$ cat src/rtl/count_updown.sv
// rtl/count_updown.sv - prescaled up/down digit counter with load, wrap/saturate and cascade carry
// The prescaler makes a one-clock TICK every SEC1_MAX running clocks; each TICK advances COUNT.
module count_updown #(
   parameter int SEC1_MAX  = 50_000_000,
   parameter int WIDTH     = 4,
   parameter int MAX_COUNT = 9,
   parameter int WRAP      = 1
) (
   input  logic             CLK,
   input  logic             RESET,
   input  logic             RUN,
   input  logic             UP,
   input  logic             LOAD,
   input  logic [WIDTH-1:0] LOAD_VAL,
   output logic [WIDTH-1:0] COUNT,
   output logic             TICK,
   output logic             CARRY
);

   localparam int               PS_W    = (SEC1_MAX > 1) ? $clog2(SEC1_MAX) : 1;
   localparam logic [PS_W-1:0]  PS_LAST = PS_W'(SEC1_MAX - 1);
   localparam logic [WIDTH-1:0] MAX_V   = WIDTH'(MAX_COUNT);

   logic [PS_W-1:0]  ps;
   logic [WIDTH-1:0] terminal;
   logic [WIDTH-1:0] load_clamped;
   logic             at_term;

   // With SEC1_MAX=1 ps is pinned at 0 == PS_LAST, so TICK follows RUN even in reset.
   assign TICK         = RUN && (ps == PS_LAST);
   assign terminal     = UP ? MAX_V : '0;
   assign at_term      = (COUNT == terminal);
   assign CARRY        = TICK && at_term;
   assign load_clamped = (LOAD_VAL > MAX_V) ? MAX_V : LOAD_VAL;

   always_ff @(posedge CLK or negedge RESET) begin
      if (!RESET) begin
         ps <= '0;
      end else if (LOAD) begin
         ps <= '0;
      end else if (RUN) begin
         ps <= TICK ? '0 : ps + PS_W'(1);
      end
   end

   // LOAD outranks a coincident TICK; saturate mode simply holds at the terminal value.
   always_ff @(posedge CLK or negedge RESET) begin
      if (!RESET) begin
         COUNT <= '0;
      end else if (LOAD) begin
         COUNT <= load_clamped;
      end else if (TICK) begin
         if (!at_term) begin
            COUNT <= UP ? COUNT + WIDTH'(1) : COUNT - WIDTH'(1);
         end else if (WRAP != 0) begin
            COUNT <= UP ? '0 : MAX_V;
         end
      end
   end

endmodule

$ cat config.mk
export PLATFORM = sky130hd
export DESIGN_NAME = count_updown
export DESIGN_NICKNAME = d
export VERILOG_FILES = /design/src/rtl/count_updown.sv
export SDC_FILE = /design/constraint.sdc
export NUM_CORES = 1
export LEC_CHECK = 0
export ABC_AREA = 1
export BUFFER_PORTS_ARGS = -buffer_cell sky130_fd_sc_hd__buf_2
export CELL_PAD_IN_SITES_DETAIL_PLACEMENT = 0
export CELL_PAD_IN_SITES_GLOBAL_PLACEMENT = 1
export CORE_ASPECT_RATIO = 1.5
export CORE_MARGIN = 2
export CORE_UTILIZATION = 46
export CTS_CLUSTER_SIZE = 14
export DETAILED_ROUTE_END_ITERATION = 8
export PLACE_DENSITY = 0.83
export SLEW_MARGIN = 10
export SYNTH_ARGS = -nofsm -noshare
export SYNTH_HDL_FRONTEND = slang
export SYNTH_SLANG_ARGS = --single-unit
$ cat constraint.sdc
create_clock -name CLK -period 3.24 [get_ports CLK]
set_clock_uncertainty 0.1 [all_clocks]
set_input_delay 0.324 -clock CLK [delete_from_list [all_inputs] [get_ports CLK]]
set_output_delay 0.324 -clock CLK [all_outputs]
set_load 0.02 [all_outputs]
======== Word-level counts from Yosys, hierarchy flattened ========
Cells that the tools add are included.
operators by class
  $add $sub $neg .......................... 3
  order comparisons ....................... 1
  equal/unequal tests ..................... 2
  multiplexer cells ....................... 10
  reductions and logical operators ........ 4
operators by type and width
  operator                 count
  $mux W26                 3
  $mux W4                  7
  $add A26 B1 Y26 const B  1
  $eq A26 B26 Y1 const B   1
  $add A4 B1 Y4 const B    1
  $eq A4 B4 Y1             1
  $gt A4 B4 Y1 const B     1
  $reduce_bool A2 Y1       2
  $sub A4 B1 Y4 const B    1
  $logic_and A1 B1 Y1      2
storage, ports and cells
  flip-flop bits (word level) ............. 30
  input bits .............................. 9
  output and inout port bits .............. 6

======== Depth between registers and ports, before layout ========
Gate-level depths: netlist (run 1).
  depth after elaboration ................. 5
  gate-level depth with buffers ........... 11
  depth with buffers taken out ............ 11

======== Worst setup path after synthesis (run 1) ========
OpenSTA, ideal clock, no wires.
  kind .................................... reg2out
  start point ............................. reg ps[0]
  end point ............................... out CARRY
  data arrival time ....................... 1280 ps
  setup slack ............................. 1536 ps
  stages on the path, launching flop included .. 8
  path buffers ............................ 0
  cell sequence ........................... dfrtp_1 > ha_1 > nand2_1 > nor2_4 > nand2_1 > nor2_1 > nand2_1 > nor2_1
on the way
  longest elaborated chain between the ends .. 3
ends and longest elaborated chain
  what                    line  text
  start, declared         24    logic [PS_W-1:0] ps;
  start signal, assigned  42    ps <= TICK ? '0 : ps + PS_W'(1);
  $eq A26 B26 Y1          30    assign TICK = RUN && (ps == PS_LAST);
  $logic_and A1 B1 Y1     30
  $logic_and A1 B1 Y1     33    assign CARRY = TICK && at_term;
  end, declared           17    output logic CARRY
Every way passes these cells.

======== Final worst setup path (run 1) ========
Same ends and word-level chain as after synthesis.

==> results of run 1 <==
[worst paths after layout]
check,start,slack [ps],endpoint,cells past startpoint
setup / recovery,ps[0],1170,CARRY,8
hold reg to reg,ps[1],430,ps[1],2
hold / removal,RESET,-20,ps[4],1
min in group CLK,LOAD_VAL[3],210,COUNT[3],3
max in group asynchronous,RESET,2620,COUNT[2],1
setup reg to reg,ps[0],1450,ps[24],10
[cell type report]
cell class                      instances  area share, %
Multi-Input combinational cell        230           49.6
Sequential cell                        30           34.5
Inverter                               31           5.47
Clock buffer                            7           3.97
Timing Repair Buffer                   15           3.57
Tap cell                               46           2.65
Clock inverter                          1          0.230
[metrics by stage]
stage / hold slack [ps] / setup WS [ps] / power [uW] / std cells / utilization (%)
2_1_floorplan: -71.6 / 1540 / 485 / 294 / -
3_3_place_gp: 306 / 1450 / 525 / 352 / 49.9
3_5_place_dp: 314 / 1440 / 526 / 352 / 49.9
4_1_cts: 6.95 / 1150 / 847 / 360 / 52.1
5_1_grt: 31.0 / 962 / 880 / 360 / 52.1
6_report: -21.9 / 1170 / 831 / 360 / 52.1
[cells by family after synthesis]
logic type,count (synthesis)
AND/OR/NAND/NOR,203
buffers and inverters,34
flip-flops,30
AO/OA/AOI/OAI,18
XOR/XNOR,5
adder cells (fa/ha/maj),4
[placed cells by master (no fill, tap or decap), drive strengths merged]
master  count
nand2      93
nor2       66
inv        31
dfrtp      30
nand3      20
buf        15
nor3        9
a21oi       8
nand4       7
clkbuf      7
o21ai       6
nor3b       4
xnor2       3
ha          3
a31oi       2
xor2        2
or2         2
nor4        1
nand3b      1
o22ai       1
o221ai      1
fa          1
clkinv      1
[state kept, by name, summed over array words and instances, names as in the netlist]
| name | count |
|---|---|
| ps | 26 |
| COUNT | 4 |
[cells in the mapped netlist]
cell type	count	area, um2
or2_1	1	6.26
xor2_1	2	17.5
buf_6	1	11.3
nor3_2	1	10.0
o21ai_0	6	30.0
o22ai_1	1	6.26
nand2_4	1	11.3
nor2_1	61	229
buf_2	1	5.00
inv_2	1	3.75
nor2_4	2	22.5
nor2_2	3	18.8
a21oi_1	8	40.0
xnor2_1	3	26.3
a31oi_1	2	12.5
nor4_1	1	6.26
inv_1	29	109
nand3b_1	1	7.51
nand2_1	91	342
nor3_1	8	40.0
nand3_1	20	100
nand4_1	7	43.8
nand2_2	1	6.26
or2_2	1	6.26
inv_4	1	6.26
buf_4	1	7.51
fa_1	1	20.0
dfrtp_1	30	751
o221ai_1	1	8.76
nor3b_1	4	30.0
ha_1	3	37.5
[per-layer routing]
metal | vias to the layer above | part of all wire [%] | global-route usage [%]
li1 | 970 | - | -
met3 | 14 | 3.4 | 3.54
met5 | - | 0 | 0
met1 | 871 | 41 | 26.3
met4 | 0 | 3.6 | 11.0
met2 | 31 | 52 | 38.7
[worst reg2reg max path: stages, from the launching register on]
cell	delay (ps)
dfrtp_1	390
ha_1	180
nand2_1	100
nor2_4	130
nand2_1	110
nor2_1	280
nand2_1	90
nor2_1	130
nand2_1	60
nand2_1	70
nor2_1	50
[power breakdown]
part,internal (uW),switching (uW),leakage (uW)
clock,171,142,0.0000482
combinational,42.4,78.6,0.000510
sequential,385,11.8,0.000412
total,599,233,0.000970
==> key figures, run 1 <==
Outcome
  • Status: finished, violations left
  • Failing checks: hold timing

GRT
  • Vias in the first global route: 1823
  • Grt ovf: 0
  • First-pass GRT wire length: 8290 um
  • Largest net degree at the start of global routing: 31
  • GRT Total Usage: 22.4%
  • Antenna violations before repair: 0

Power and ir drop
  • Leakage: 0.000970 uW
  • Cell Pwr Density: 382 mW/mm2
  • Worst vdd ir: 0.319 mV

Worst setup path
  • Slowest-stage cell, CP: dfrtp_1
  • Crit Path Category: flip-flop to output port
  • Worst setup SP type: flip-flop
  • CP delay by family, top: simple AND/OR/NAND/NOR gates
  • Worst-path fanout max: 4
  • CP cell instances: ha_1, nand2_1, nor2_4, nand2_1, nor2_1, nand2_1, nor2_1, buf_2
  • Worst path max stage delay: 390 ps
  • Setup crit end kind: output port
  • Most common cell on crit path: nand2_1
  • Critical Path RT: 2820 ps
  • Buf/Inv on CP: 1
  • Worst EP arrival: 1650 ps

Floorplan
  • Die X: 57.5 um
  • Die height: 84.2 um
  • IO Pins: 15
  • Initial core utilization: 47.3%
  • Core box area: 0.00417 mm2
  • Standard-cell rows: 29
  • Die area: 0.00484 mm2

Synth
  • XOR/XNOR share of the synthesized area: 2.22%
  • Post-synthesis cell type count: 31
  • Synth warn: 0
  • Post-synthesis sequential area ratio: 38.1%
  • Largest family of logic cells by synthesized area: simple AND/OR/NAND/NOR gates
  • Synth Area in Compound Gates: 4.95%
  • Mux cell area share after synthesis: 0%
  • Synth Area per Inst: 6.71 um2
  • Cells after Synth: 294
  • Synth Register Bits: 30
  • Post-synthesis simple-gate area fraction: 44.6%
  • Syn nets: 307
  • Synth Area in Adders: 2.92%
  • Mapped cell area: 0.00197 mm2

Finish
  • Area used by multi-input combinational logic: 0.00108 mm2
  • Register area: 751 um2
  • Share of layout cells above drive strength 1: 10.5%
  • Ant diodes: 0
  • Nets: 326
  • P&R area growth vs syn: 10.3%
  • Final Instance Area: 0.00217 mm2
  • Filler cell count: 473

STA
  • Setup TNS: 0 ps
  • Final hold violations: 30
  • Period utilization: 63.9%
  • Fin Hold WS: -21.9 ps
  • Worst-Margin Slew: 680 ps
  • Worst rel slew slack: 54.7%
  • Unrepaired setup endpoints after global routing: false
  • Max Fclk: 483 MHz
  • Final setup fails: 0
  • Fin crit period: 2070 ps
  • Slew Viols, Final: 0

Clock network
  • Clock transition at path regs: 60 ps
  • Clock latency on the worst-skew pair: 280 ps
  • H-tree depth: 2
  • CTS Hold Bufs: 0
  • Clock root buffer: clkbuf_8
  • Clock Sinks: 30
  • CTS tree: built
  • Post-CTS setup repair buffer count: 0
  • Post-cts resize count: 0
  • Clock buffer count from CTS: 5
  • Clock Tree Buf Depth: 2

Routing
  • Residual DRC: 0
  • DR pass1 iterations: 5
  • Antenna Violating Nets Remaining: 0
  • Initial DRC Count: 115
  • Vias: 1886
  • Total Routed Length: 4950 um
  • Via density: 5.24
  • DR WL/cell: 13.8 um

Job
  • Max_cap viols: 0

Place
  • Gpl congestion: 0.893
  • Port Buf Inserts: 14
  • Placement Cell Area: 0.00208 mm2
  • HPWL after DPL: 3830 um

Min path
  • Type of the worst min-delay path: input port to async pin
Power figures use the tool's default switching activity.
==> inputs of run 2 (changes only) <==
--- a/config.mk
+++ b/config.mk
@@ -11,10 +11,10 @@
 export CELL_PAD_IN_SITES_GLOBAL_PLACEMENT = 1
 export CORE_ASPECT_RATIO = 1.5
 export CORE_MARGIN = 2
-export CORE_UTILIZATION = 46
+export CORE_UTILIZATION = 43
 export CTS_CLUSTER_SIZE = 14
 export DETAILED_ROUTE_END_ITERATION = 8
-export PLACE_DENSITY = 0.83
+export PLACE_DENSITY = 0.78
 export SLEW_MARGIN = 10
 export SYNTH_ARGS = -nofsm -noshare
 export SYNTH_HDL_FRONTEND = slang
==> constraint.sdc (replaced) <==
create_clock -name CLK -period 2.15 [get_ports CLK]
set_clock_uncertainty 0.1 [all_clocks]
set_input_delay 0.215 -clock CLK [delete_from_list [all_inputs] [get_ports CLK]]
set_output_delay 0.215 -clock CLK [all_outputs]
set_load 0.02 [all_outputs]
==> run 2 against run 1 <==
The flow now finishes without violations. Global-route usage decreased by 0.37 points. Sequential power is 50% higher. Wire length grew 2.2%. Largest power group unchanged. Clock power increased by 76%. Critical path type unchanged.
==> key figures, run 2 (synthesis gave the netlist of run 1 again) <==
Outcome
  • Status: completed

Finish
  • Commonest non-fill, non-tap cell in the layout: nand2_1
  • Largest Register: ps
  • Util after Layout: 50.1%
  • Filler cell count: 464
  • P&R area growth vs syn: 13.6%
  • Final Instance Area: 0.00224 mm2
  • Ant diodes: 0
  • Fin cells: 366
  • Biggest regs: ps (26), COUNT (4)
  • Nets: 330
  • Commonest cells after routing, fill and taps aside: nand2_1 (91), nor2_1 (61), dfrtp_1 (30)
  • Share of layout cells above drive strength 1: 11.9%
  • Max FFs per register: 26

Job
  • Max_cap viols: 0

STA
  • Setup TNS: 0 ps
  • Slew Viols, Final: 0
  • Worst rel slew slack: 54.0%
  • Unrepaired setup endpoints after global routing: false
  • Worst-Margin Slew: 690 ps
  • Final setup fails: 0
  • Period utilization: 92.8%
  • Max Fclk: 501 MHz
  • Final hold violations: 0
  • Fin crit period: 1990 ps

Worst setup path
  • Worst setup SP type: flip-flop
  • Crit Path Category: flip-flop to output port
  • Setup crit end kind: output port
  • Critical Path RT: 1840 ps
  • RR Startpoint: ps[0]
  • Crit path from: ps[0]
  • Worst-path fanout max: 4
  • Worst EP arrival: 1680 ps

GRT
  • Antenna violations before repair: 0
  • Largest net degree at the start of global routing: 31
  • Vias in the first global route: 1794
  • First-pass GRT wire length: 8420 um
  • GRT Total Usage: 22.1%
  • Grt ovf: 0

Routing
  • Vias: 1880
  • Initial DRC Count: 72
  • Via density: 5.14
  • DR pass1 iterations: 4
  • Total Routed Length: 5070 um
  • Residual DRC: 0
  • Antenna Violating Nets Remaining: 0
  • DR WL/cell: 13.8 um

Clock network
  • Clock latency on the worst-skew pair: 290 ps
  • Clock Sinks: 30
  • Clock buffer count from CTS: 5
  • Clock root buffer: clkbuf_8
  • Clock Tree Buf Depth: 2
  • CTS tree: built
  • H-tree depth: 2
  • Clock transition at path regs: 70 ps

Place
  • Port Buf Inserts: 14
  • Gpl congestion: 0.846
  • Placement Cell Area: 0.00211 mm2
  • HPWL after DPL: 3920 um
  • DP Cell Count: 357

Power and ir drop
  • Total power: 1330 uW
  • Leakage: 0.00100 uW
  • Cell Pwr Density: 595 mW/mm2
  • Worst vdd ir: 0.360 mV

Floorplan
  • Die X: 59.3 um
  • Initial core utilization: 44.1%
  • Die area: 0.00515 mm2
  • Standard-cell rows: 30
  • IO Pins: 15
  • Die height: 86.9 um
  • Core box area: 0.00447 mm2

Min path
  • Min-delay src: LOAD_VAL[3]
  • Type of the worst min-delay path: input port to flip-flop
==> run 2: per-layer routing <==
metal / GRT usage [%] / wire (um) / up-vias
met2: 39.0 / 2640 / 32
li1: - / - / 987
met1: 25.0 / 2120 / 848
met3: 3.42 / 128 / 13
met4: 10.7 / 172 / 0
met5: 0 / 0 / -
==> run 2: timing repair <==
item                                   CTS  global route
setup endpoints to repair                0             2
hold buffers                             1             0
setup buffers                            0             0
resized for setup                        0             2
endpoints found under the hold margin   30             0
==> run 2: power breakdown <==
part	switching [uW]	internal, uW
Clock	227	323
Sequential	17.0	580
Combinational	120	65.6
Total	364	969
==> run 2: critical path, cell delays in order (launching register included) <==
cell,delay [ps]
dfrtp_1,390
ha_1,180
nand2_1,110
nor2_4,130
nand2_1,110
nor2_1,110
nand2_1,80
nor2_1,100
buf_2,170
==> run 2: path summary, 6_finish.rpt <==
check | cells after the start | slack, ps | to
worst max-delay path | 8 | 160 | CARRY
worst min-delay path | 3 | 130 | COUNT[3]
worst max register to register | 10 | 390 | ps[1]
worst min register to register | 2 | 430 | ps[1]
max in group asynchronous | 2 | 1090 | ps[22]
min in group asynchronous | 2 | 410 | ps[5]
==> run 2: layout make-up <==
cell class,count,area [um2],share of cell area (%)
well taps,48,60.1,2.68
repair buffers,19,110,4.92
clock buffers,8,110,4.92
inverters,31,119,5.31
flip-flops and latches,30,751,33.5
multi-input cells,230,1090,48.7
==> run 2: through the flow <==
stage                     hold slack, ps  worst slack (ps)
after detailed placement             201               406
after global placement               206               427
final                                129               155
after CTS                            142               120
after floorplan                     -181               549
after global routing                 152              2.80
